--- config.mk ---
export PLATFORM = sky130hd
export DESIGN_NAME = ex_muldiv_unit
export DESIGN_NICKNAME = d
export VERILOG_FILES = /design/src/rtl/rv_m_pkg.sv /design/src/rtl/muldiv_sign_fix.sv /design/src/rtl/ex_muldiv_unit.sv
export SDC_FILE = /design/constraint.sdc
export NUM_CORES = 1
export LEC_CHECK = 0
export BUFFER_PORTS_ARGS = -buffer_cell sky130_fd_sc_hd__buf_2
export CAP_MARGIN = 0
export CORE_MARGIN = 1.5
export CORE_UTILIZATION = 48
export DETAILED_ROUTE_END_ITERATION = 8
export HOLD_SLACK_MARGIN = 0.05
export PLACE_DENSITY = 0.66
export RECOVER_POWER = 50
export SKIP_LAST_GASP = 1
export SLEW_MARGIN = 20
export SYNTH_ARGS = -nofsm -noshare
export SYNTH_HDL_FRONTEND = slang
export SYNTH_HIERARCHICAL = 1
export SYNTH_SLANG_ARGS = --single-unit
--- constraint.sdc ---
create_clock -name clk -period 4.85 [get_ports clk]
set_clock_uncertainty 0.1 [all_clocks]
set_input_delay 0 -clock clk [delete_from_list [all_inputs] [get_ports clk]]
set_output_delay 0 -clock clk [all_outputs]
set_load 0.02 [all_outputs]
--- src/rtl/rv_m_pkg.sv ---
// rtl/rv_m_pkg.sv - shared RV32M/RV64M func3 codes, FSM encoding and decode helpers
package rv_m_pkg;

    localparam logic [2:0] F3_MUL    = 3'b000;
    localparam logic [2:0] F3_MULH   = 3'b001;
    localparam logic [2:0] F3_MULHSU = 3'b010;
    localparam logic [2:0] F3_MULHU  = 3'b011;
    localparam logic [2:0] F3_DIV    = 3'b100;
    localparam logic [2:0] F3_DIVU   = 3'b101;
    localparam logic [2:0] F3_REM    = 3'b110;
    localparam logic [2:0] F3_REMU   = 3'b111;

    typedef enum logic [1:0] {
        ST_IDLE = 2'd0,
        ST_CALC = 2'd1,
        ST_FIX  = 2'd2,
        ST_SPEC = 2'd3
    } state_t;

    // DIV/DIVU/REM/REMU all have func3[2] set
    function automatic logic is_div(input logic [2:0] f3);
        return f3[2];
    endfunction

    // REM/REMU return the remainder rather than the quotient
    function automatic logic is_rem(input logic [2:0] f3);
        return f3[2] & f3[1];
    endfunction

    // op_a is signed for MULH, MULHSU, DIV and REM
    function automatic logic is_signed_a(input logic [2:0] f3);
        return (f3 == F3_MULH) || (f3 == F3_MULHSU) || (f3 == F3_DIV) || (f3 == F3_REM);
    endfunction

    // op_b is signed for MULH, DIV and REM (MULHSU keeps it unsigned)
    function automatic logic is_signed_b(input logic [2:0] f3);
        return (f3 == F3_MULH) || (f3 == F3_DIV) || (f3 == F3_REM);
    endfunction

endpackage

--- src/rtl/muldiv_sign_fix.sv ---
// rtl/muldiv_sign_fix.sv - two-lane conditional two's-complement negation
module muldiv_sign_fix #(
    parameter int WA = 32,
    parameter int WB = 32
) (
    input  logic [WA-1:0] i_a,
    input  logic          i_neg_a,
    input  logic [WB-1:0] i_b,
    input  logic          i_neg_b,
    output logic [WA-1:0] o_a,
    output logic [WB-1:0] o_b
);

    // Used for magnitudes on entry and for sign restoration on exit
    assign o_a = i_neg_a ? -i_a : i_a;
    assign o_b = i_neg_b ? -i_b : i_b;

endmodule

--- src/rtl/ex_muldiv_unit.sv ---
// rtl/ex_muldiv_unit.sv - iterative shift-add multiply / restoring divide for the EX stage
module ex_muldiv_unit
    import rv_m_pkg::*;
#(
    parameter int XLEN      = 32,
    parameter int EARLY_OUT = 1
) (
    input  logic            clk,
    input  logic            rst_n,
    input  logic            start,
    input  logic [2:0]      func3,
    input  logic [XLEN-1:0] op_a,
    input  logic [XLEN-1:0] op_b,
    input  logic            flush,
    output logic            busy,
    output logic            done,
    output logic [XLEN-1:0] result
);

    localparam int CW = $clog2(XLEN);
    localparam int AW = 2 * XLEN;

    state_t          r_state;
    state_t          w_next;
    logic [2:0]      r_func3;
    logic            r_neg;
    logic [XLEN-1:0] r_opd;
    logic [AW-1:0]   r_acc;
    logic [CW-1:0]   r_cnt;
    logic            r_done;
    logic [XLEN-1:0] r_result;

    logic            w_load;
    logic            w_step;
    logic            w_finish;

    logic            w_sa;
    logic            w_sb;
    logic            w_b_zero;
    logic            w_ovf;
    logic            w_special;
    logic            w_take_spec;
    logic            w_res_neg;
    logic [XLEN-1:0] w_mag_a;
    logic [XLEN-1:0] w_mag_b;
    logic [XLEN-1:0] w_spec_val;

    logic [XLEN:0]   w_mul_sum;
    logic [XLEN:0]   w_div_trial;
    logic [AW-1:0]   w_mul_next;
    logic [AW-1:0]   w_div_next;

    logic [XLEN-1:0] w_div_sel;
    logic [AW-1:0]   w_prod_fix;
    logic [XLEN-1:0] w_div_fix;
    logic [XLEN-1:0] w_fix_result;

    // Entry decode: operand signs and the RISC-V special cases
    assign w_sa        = is_signed_a(func3) & op_a[XLEN-1];
    assign w_sb        = is_signed_b(func3) & op_b[XLEN-1];
    assign w_b_zero    = (op_b == '0);
    assign w_ovf       = is_div(func3) && is_signed_a(func3)
                         && (op_a == {1'b1, {(XLEN-1){1'b0}}}) && (op_b == '1);
    assign w_special   = is_div(func3) & (w_b_zero | w_ovf);
    assign w_take_spec = (EARLY_OUT != 0) && w_special;
    assign w_spec_val  = is_rem(func3) ? (w_b_zero ? op_a : '0)
                                       : (w_b_zero ? '1   : op_a);

    // Quotient sign is cleared for b=0 so the iterative path also yields all ones
    assign w_res_neg = is_div(func3)
                       ? (is_rem(func3) ? w_sa : ((w_sa ^ w_sb) & ~w_b_zero))
                       : (w_sa ^ w_sb);

    muldiv_sign_fix #(.WA(XLEN), .WB(XLEN)) u_entry_fix (
        .i_a     (op_a),
        .i_neg_a (w_sa),
        .i_b     (op_b),
        .i_neg_b (w_sb),
        .o_a     (w_mag_a),
        .o_b     (w_mag_b)
    );

    // Multiply step: add multiplicand into the upper half when the LSB is set, then shift right
    assign w_mul_sum  = {1'b0, r_acc[AW-1:XLEN]} + (r_acc[0] ? {1'b0, r_opd} : '0);
    assign w_mul_next = {w_mul_sum, r_acc[XLEN-1:1]};

    // Divide step: trial-subtract the divisor from the shifted partial remainder
    assign w_div_trial = r_acc[AW-1:XLEN-1] - {1'b0, r_opd};
    assign w_div_next  = w_div_trial[XLEN] ? {r_acc[AW-2:0], 1'b0}
                                           : {w_div_trial[XLEN-1:0], r_acc[XLEN-2:0], 1'b1};

    // Exit: restore sign on the full product or on the selected quotient/remainder
    assign w_div_sel = is_rem(r_func3) ? r_acc[AW-1:XLEN] : r_acc[XLEN-1:0];

    muldiv_sign_fix #(.WA(AW), .WB(XLEN)) u_exit_fix (
        .i_a     (r_acc),
        .i_neg_a (r_neg),
        .i_b     (w_div_sel),
        .i_neg_b (r_neg),
        .o_a     (w_prod_fix),
        .o_b     (w_div_fix)
    );

    assign w_fix_result = is_div(r_func3)      ? w_div_fix
                        : (r_func3 == F3_MUL)  ? w_prod_fix[XLEN-1:0]
                                               : w_prod_fix[AW-1:XLEN];

    // Next-state and control strobes; flush always wins and suppresses done
    always_comb begin
        w_next   = r_state;
        w_load   = 1'b0;
        w_step   = 1'b0;
        w_finish = 1'b0;
        case (r_state)
            ST_IDLE: begin
                if (start && !flush) begin
                    w_load = 1'b1;
                    w_next = w_take_spec ? ST_SPEC : ST_CALC;
                end
            end
            ST_CALC: begin
                if (flush) begin
                    w_next = ST_IDLE;
                end else begin
                    w_step = 1'b1;
                    if (r_cnt == '0) begin
                        w_next = ST_FIX;
                    end
                end
            end
            ST_FIX, ST_SPEC: begin
                w_next   = ST_IDLE;
                w_finish = !flush;
            end
            default: w_next = ST_IDLE;
        endcase
    end

    // State register
    always_ff @(posedge clk or negedge rst_n) begin
        if (!rst_n) begin
            r_state <= ST_IDLE;
        end else begin
            r_state <= w_next;
        end
    end

    // Operand latch, iteration datapath and registered result/done
    always_ff @(posedge clk or negedge rst_n) begin
        if (!rst_n) begin
            r_func3  <= '0;
            r_neg    <= 1'b0;
            r_opd    <= '0;
            r_acc    <= '0;
            r_cnt    <= '0;
            r_done   <= 1'b0;
            r_result <= '0;
        end else begin
            r_done <= w_finish;
            if (w_finish) begin
                r_result <= (r_state == ST_SPEC) ? r_acc[XLEN-1:0] : w_fix_result;
            end
            if (w_load) begin
                r_func3 <= func3;
                r_neg   <= w_res_neg;
                r_opd   <= is_div(func3) ? w_mag_b : w_mag_a;
                r_cnt   <= CW'(XLEN - 1);
                if (w_take_spec) begin
                    r_acc <= {{XLEN{1'b0}}, w_spec_val};
                end else begin
                    r_acc <= {{XLEN{1'b0}}, (is_div(func3) ? w_mag_a : w_mag_b)};
                end
            end else if (w_step) begin
                r_acc <= is_div(r_func3) ? w_div_next : w_mul_next;
                r_cnt <= r_cnt - CW'(1);
            end
        end
    end

    assign busy   = (r_state != ST_IDLE);
    assign done   = r_done;
    assign result = r_result;

endmodule
==> results by group, run 1 <==
Run status
  • Outcome: finished with violations
  • Violated checks: capacitance limit, slew limit

Floorplanning
  • # rows: 67
  • Die Ht: ~190 um
  • Die area: between 30,000 and 40,000 um2
  • Chip width: 186 um
  • Core area: 33,400 um2
  • I/O pin cnt: 105
  • Initial Util: 0.484

Power
  • Worst vdd ir: 278 uV
  • Leakage: about 7.5 nW
  • Power Density: 520 nW/um2
  • Final Total Pwr: 0.00936 W

Yosys
  • Synthesized flop and latch total: 140
  • Synth Instances: 2,057
  • Number of distinct library cells after synthesis: 86
  • Largest cells by area after synthesis: dfrtp_1 (22%), xnor2_1 (9.9%), mux2i_1 (7.2%), ha_1 (5.4%), nand2_1 (4.8%)
  • Async S/R FF share, synth: 1.00
  • Sequential fraction of the synthesis area: 0.217
  • Synth warn: 6
  • Syn Area/Cell: 7.86 um2
  • Number of synthesized flops with an enable pin: 0
  • Yosys top cell area share: 0.217
  • Synth Cell Area: 16,200 um2
  • Synth Flop Type: dfrtp_1
  • Syn Nets: 2,200
  • Yosys top cell by area: dfrtp_1

STA
  • Finish-stage setup viols: 0
  • Unrepaired setup endpoints after global routing: false
  • Slew Viols, Final: 205
  • Rel. slew slack: -0.743
  • Final Hold Viols: 0
  • TNS Setup: 0 ns
  • Worst-Margin Slew: approximately 2.6 ns
  • Final Cycle Share: 0.869
  • FMAX: 0.237 GHz
  • Min Tclk post-route: around 4.2 ns

Critical path
  • WS Path Type: reg -> reg
  • Critical path startpoint category: flip-flop
  • Setup crit end kind: flip-flop
  • Critical Path AT: 4.32 ns
  • Critical Path Fanout Max: 20
  • Required time of the critical path: 4.95 ns

Layout
  • Final nets: about 2,300
  • Commonest non-fill, non-tap cells in the layout: nand2_1 (205), xnor2_1 (182), a21oi_1 (149)
  • Commonest non-fill, non-tap cell in the layout: nand2_1
  • Share of cells above drive strength 1: 0.113
  • Area growth syn-to-layout: 11.4%

Global routing
  • Total gr overflow: 0
  • Gr usage total: 0.322
  • Number of global-route vias before repair: ~16,000
  • Antenna violations before repair: 0
  • Largest net degree at the start of global routing: 100
  • First-pass GRT wire length: roughly 90,000 um

Clock tree
  • Clock Path Buffers: 2
  • CTS sink cnt: 140
  • Root buffer cell: clkbuf_16
  • CTS resizes: 0
  • CTS Buf Count: 17
  • CTS tree: yes
  • H-tree lvl count: 4
  • Worst-path clk slew: 0.07 ns
  • Clk_lat worst skew: 0.44 ns

Routing
  • Total number of vias: 16,700
  • Routed wire per std cell: about 22 um
  • DRC errors left: 0
  • DRT Wirelength: approximately 57,000 um
  • 1st-iter DRT viols: 1,537
  • Via density: 6.44
  • Detail Route Antenna Nets: 0
  • Drt pass-1 iters: 7

Placement
  • Count of input and output buffers: 104
  • Routability Congestion: a little under 1
  • Post-detail-place hpwl: 42,300 um

Flow run
  • Max-cap violation count: 3

Worst hold path
  • HP Class: in -> reg
worst paths after layout:
check	slack [ns]	startpoint	end	depth (start not counted)
setup / recovery	0.64	r_func3[2]	result[31]	12
hold / removal	0.05	op_b[9]	r_opd[9]	4
setup reg to reg	0.64	r_func3[2]	result[31]	12
hold reg to reg	0.41	r_func3[0]	r_func3[0]	2
max in group asynchronous	1.57	rst_n	r_neg	3
min in group asynchronous	0.78	rst_n	r_acc[55]	2
cell type report:
cell class                      instances  area [um2]
Timing Repair Buffer                  181        1150
Fill cell                            3259       15400
Multi-Input combinational cell       1728       11900
Clock inverter                         14         180
Sequential cell                       140        3510
Clock buffer                           18         439
Antenna cell                            2        5.00
Inverter                               62         233
Tap cell                              448         561
synthesized netlist by cell type (all sizes together) (15+ instances only):
master  instances
a221o          23
inv            62
nand4          29
nand2b         15
nor2          144
or4            26
dfrtp         140
nor4           39
mux2i         116
o31ai          52
buf            26
a22oi          48
or2            17
ha             70
nand2         206
nor3           26
a21boi         21
a211oi         24
o21ai         149
mux2           45
xnor2         182
clkbuf        101
and2           38
a21oi         152
xor2           28
a21o           25
nand3          72
or3            26
o41ai          31
repair_timing:
action,4_1_cts,5_1_grt
hold buffers,40,0
buffers inserted,0,0
hold endpoints to repair,130,0
flip-flops by register name (all words and copies together) (netlist names):
name     cells
done         1
r_acc       64
r_cnt        5
r_func3      3
r_neg        1
r_opd       32
r_state      2
result      32
metrics by stage:
step / hold slack, ns / area, um2 / cells / util / setup slack, ns
after global routing: 0.0790 / 18000 / 2591 / 0.539 / 0.330
after CTS: 0.0505 / 18100 / 2591 / 0.541 / 0.807
after floorplan: -0.396 / 16200 / 2057 / - / 0.847
after global placement: 0.0699 / 17000 / 2519 / 0.511 / 0.855
final: 0.0506 / 18000 / 2593 / 0.540 / 0.637
after detailed placement: 0.0818 / 17000 / 2519 / 0.511 / 0.829
power by group:
| part | switching (W) | internal (W) |
|---|---|---|
| Sequential | 0.000800 | 0.00144 |
| Clock | 0.000586 | 0.000834 |
| Combinational | 0.00328 | 0.00242 |
worst max-delay path, cell delays in order, from the launching register on:
cell     delay (ns)
dfrtp_4        0.47
nand2_1        0.45
buf_4          0.39
mux2_2         0.41
or4_1          0.56
nor3b_1        0.40
nand3_1        0.24
o41ai_1        0.38
xnor2_1        0.11
nand2_1        0.08
o21ai_0        0.09
a22oi_1        0.18
a21oi_1        0.11
cells by family (layout without fill, tap and decap cells):
group	count (synthesis)	in the layout	synth area share
buffers and inverters	189	275	0.0471
flip-flops	140	140	0.217
AND/OR/NAND/NOR	680	680	0.211
AO/OA/AOI/OAI	605	605	0.251
other	0	2	0
multiplexers	161	161	0.103
XOR/XNOR	210	210	0.114
adder cells (fa/ha/maj)	72	72	0.0567
layer usage:
metal | up-vias | global-route usage | routed length, um
met4 | 0 | 0.158 | 2640
li1 | 7747 | - | -
met2 | 817 | 0.498 | 24600
met1 | 7984 | 0.431 | 24600
met5 | - | 0 | 0
met3 | 144 | 0.0604 | 4770
No activity file was read; power rests on OpenSTA's default activity.
==> run 2: changes to the inputs <==
--- a/config.mk
+++ b/config.mk
@@ -8,10 +8,10 @@
 export BUFFER_PORTS_ARGS = -buffer_cell sky130_fd_sc_hd__buf_2
 export CAP_MARGIN = 0
 export CORE_MARGIN = 1.5
-export CORE_UTILIZATION = 48
+export CORE_UTILIZATION = 56
 export DETAILED_ROUTE_END_ITERATION = 8
 export HOLD_SLACK_MARGIN = 0.05
-export PLACE_DENSITY = 0.66
+export PLACE_DENSITY = 0.75
 export RECOVER_POWER = 50
 export SKIP_LAST_GASP = 1
 export SLEW_MARGIN = 20
==> run 2 against run 1 <==
The flow still finishes with violations (capacitance limit, slew limit). Via count is 1.3% higher. Wire length decreased by 0.74%. Worst setup slack lost 0.11 ns. Maximum frequency shrank 2.5%. Register-to-register slack got worse by 0.11 ns. Power about the same. Die area fell by 14%. Largest cell class unchanged.
==> results by group, run 2 (synthesized netlist as in run 1, its figures left out) <==
Run status
  • Outcome: finished with violations
  • Violated checks: capacitance limit, slew limit

Floorplanning
  • Core area: 28,500 um2 (-14%)
  • Initial Util: 0.566 (+0.0817)
  • I/O pin cnt: 105 (unchanged)
  • Die area: 29,900 um2 (-14%)
  • Die Ht: 173 um (-7.3%)
  • # rows: 62 (-7.5%)
  • Chip width: 173 um (-7.3%)

Global routing
  • Antenna violations before repair: 1 (+1)
  • Gr usage total: 0.370 (+0.0481)
  • First-pass GRT wire length: 87,700 um (-1.5%)
  • Largest net degree at the start of global routing: 97 (-3.0%)
  • Number of global-route vias before repair: 15,700 (-0.64%)
  • Total gr overflow: 0 (unchanged)

Routing
  • Detail Route Antenna Nets: 0 (unchanged)
  • DRT Wirelength: 56,300 um (-0.74%)
  • Via density: 6.71 (+4.2%)
  • DRC errors left: 0 (unchanged)
  • Routed wire per std cell: 22.3 um (+2.1%)
  • 1st-iter DRT viols: 1,847 (+20%)
  • Total number of vias: 16,900 (+1.3%)
  • Drt pass-1 iters: 6 (-1)

STA
  • Finish-stage setup viols: 0 (unchanged)
  • Final Cycle Share: 0.891 (+0.0222)
  • Worst-Margin Slew: 2.47 ns (-0.146 ns)
  • Rel. slew slack: -0.646 (+0.0972)
  • TNS Setup: 0 ns (unchanged)
  • Slew Viols, Final: 233 (+14%)
  • Final Hold Viols: 0 (unchanged)
  • Unrepaired setup endpoints after global routing: false
  • FMAX: 0.231 GHz (-2.5%)
  • Min Tclk post-route: 4.32 ns (+0.108 ns)

Layout
  • Diodes inserted: 0 (-2)
  • Final instance area: 17,800 um2 (-0.85%)
  • Commonest non-fill, non-tap cells in the layout: nand2_1 (204), xnor2_1 (182), a21oi_1 (149)
  • Commonest non-fill, non-tap cell in the layout: nand2_1
  • Area growth syn-to-layout: 10.5%
  • Number of flip-flops in the largest register: 64 (unchanged)
  • Share of cells above drive strength 1: 0.112 (-0.00109)
  • Final nets: 2,267 (-0.26%)
  • Most flop-heavy register: r_acc

Flow run
  • Max-cap violation count: 4 (+1)

Critical path
  • Critical Path AT: 4.58 ns (+0.26 ns)
  • Worst reg2reg startpoint: r_state[0]
  • Slowest stage delay, CP: 1.51 ns (+0.95 ns)
  • WS Path Type: reg -> reg
  • Critical path startpoint category: flip-flop
  • Setup crit end kind: flip-flop
  • Required time of the critical path: 5.11 ns (+0.16 ns)
  • CP most frequent cell: clkbuf_1
  • Slowest-stage cell, CP: clkbuf_1
  • Critical Path Fanout Max: 38 (+90%)
  • Beginning of the critical path: r_state[0]
  • Crit-path cells: clkbuf_1 -> nand3b_1 -> clkbuf_1 -> nand2_1 -> nand3_1 -> o21ai_0 -> a32oi_1

Clock tree
  • Worst-path clk slew: 0.07 ns (about the same)
  • Clock Path Buffers: 2 (unchanged)
  • CTS Buf Count: 17 (unchanged)
  • Post-CTS Setup Inserts: 0 (unchanged)
  • Clk_lat worst skew: 0.45 ns (about the same)
  • H-tree lvl count: 4 (unchanged)
  • CTS sink cnt: 140 (unchanged)
  • Root buffer cell: clkbuf_16
  • CTS tree: yes

Placement
  • Post-detail-place hpwl: 42,300 um (about the same)
  • Placement-stage cell area: 16,900 um2 (-0.57%)
  • Routability Congestion: 0.985 (+1.9%)
  • Count of input and output buffers: 104 (unchanged)

Worst hold path
  • HP Class: in -> reg
  • Min-delay src: op_a[14]

Power
  • Leakage: 7.42 nW (-0.50%)
  • Worst vdd ir: 314 uV (+13%)
  • Power Density: 524 nW/um2 (+0.78%)
## run 2: cell types whose count changed in the layout (fill, tap and decap cells not counted), moves of 2 or more
cell,delta
buf_4,-6
bufinv_16,-2
clkinv_4,+2
diode_2,-2
dlygate4sd3_1,-2
inv_8,+2
## run 2: metrics by stage
step	setup slack (ns)	power (W)	utilization	std cells	hold slack [ns]
after floorplan	0.847	0.00616	-	2057	-0.396
after global placement	0.846	0.00765	0.593	2451	0.0479
after detailed placement	0.797	0.00774	0.593	2451	0.0480
after CTS	0.778	0.00915	0.627	2521	0.0519
after global routing	0.228	0.00992	0.625	2521	0.101
final	0.529	0.00935	0.625	2521	0.0522
## run 2: layer usage
layer	wire [um]	track usage
met5	9	0
met4	2270	0.157
met3	5910	0.0730
met2	24700	0.579
met1	23300	0.498
## run 2: timing repair
item                      CTS  global route
resized for setup           0             0
hold endpoints to repair  120             0
hold buffers               38             0
## run 2: worst max-delay path: cells and delay by family, from the launching register on
family,cells,cell delay (ns)
buffers and inverters,2,2.75
AND/OR/NAND/NOR,3,0.66
AO/OA/AOI/OAI,2,0.37
flip-flops,1,0.33
## run 2: worst paths after layout
| kind | slack, ns | endpoint | cells past startpoint |
|---|---|---|---|
| min in group asynchronous | 0.69 | r_cnt[0] | 2 |
| max in group asynchronous | 1.46 | r_neg | 3 |
| setup / recovery | 0.53 | r_acc[63] | 7 |
| setup reg to reg | 0.53 | r_acc[63] | 7 |
| hold / removal | 0.05 | r_opd[14] | 4 |
| hold reg to reg | 0.42 | result[1] | 2 |
## run 2: where the power goes
part / internal (W) / switching (W) / total [W]
Sequential: 0.00144 / 0.000804 / 0.00224
Clock: 0.000739 / 0.000606 / 0.00135
Combinational: 0.00242 / 0.00334 / 0.00576
## run 2: layout make-up
type / count / area, um2
Timing Repair Buffer: 175 / 1110
Sequential cell: 140 / 3510
Fill cell: 2622 / 10700
Inverter: 62 / 233
Multi-Input combinational cell: 1728 / 11900
Clock inverter: 14 / 148
Clock buffer: 18 / 439
Tap cell: 384 / 480
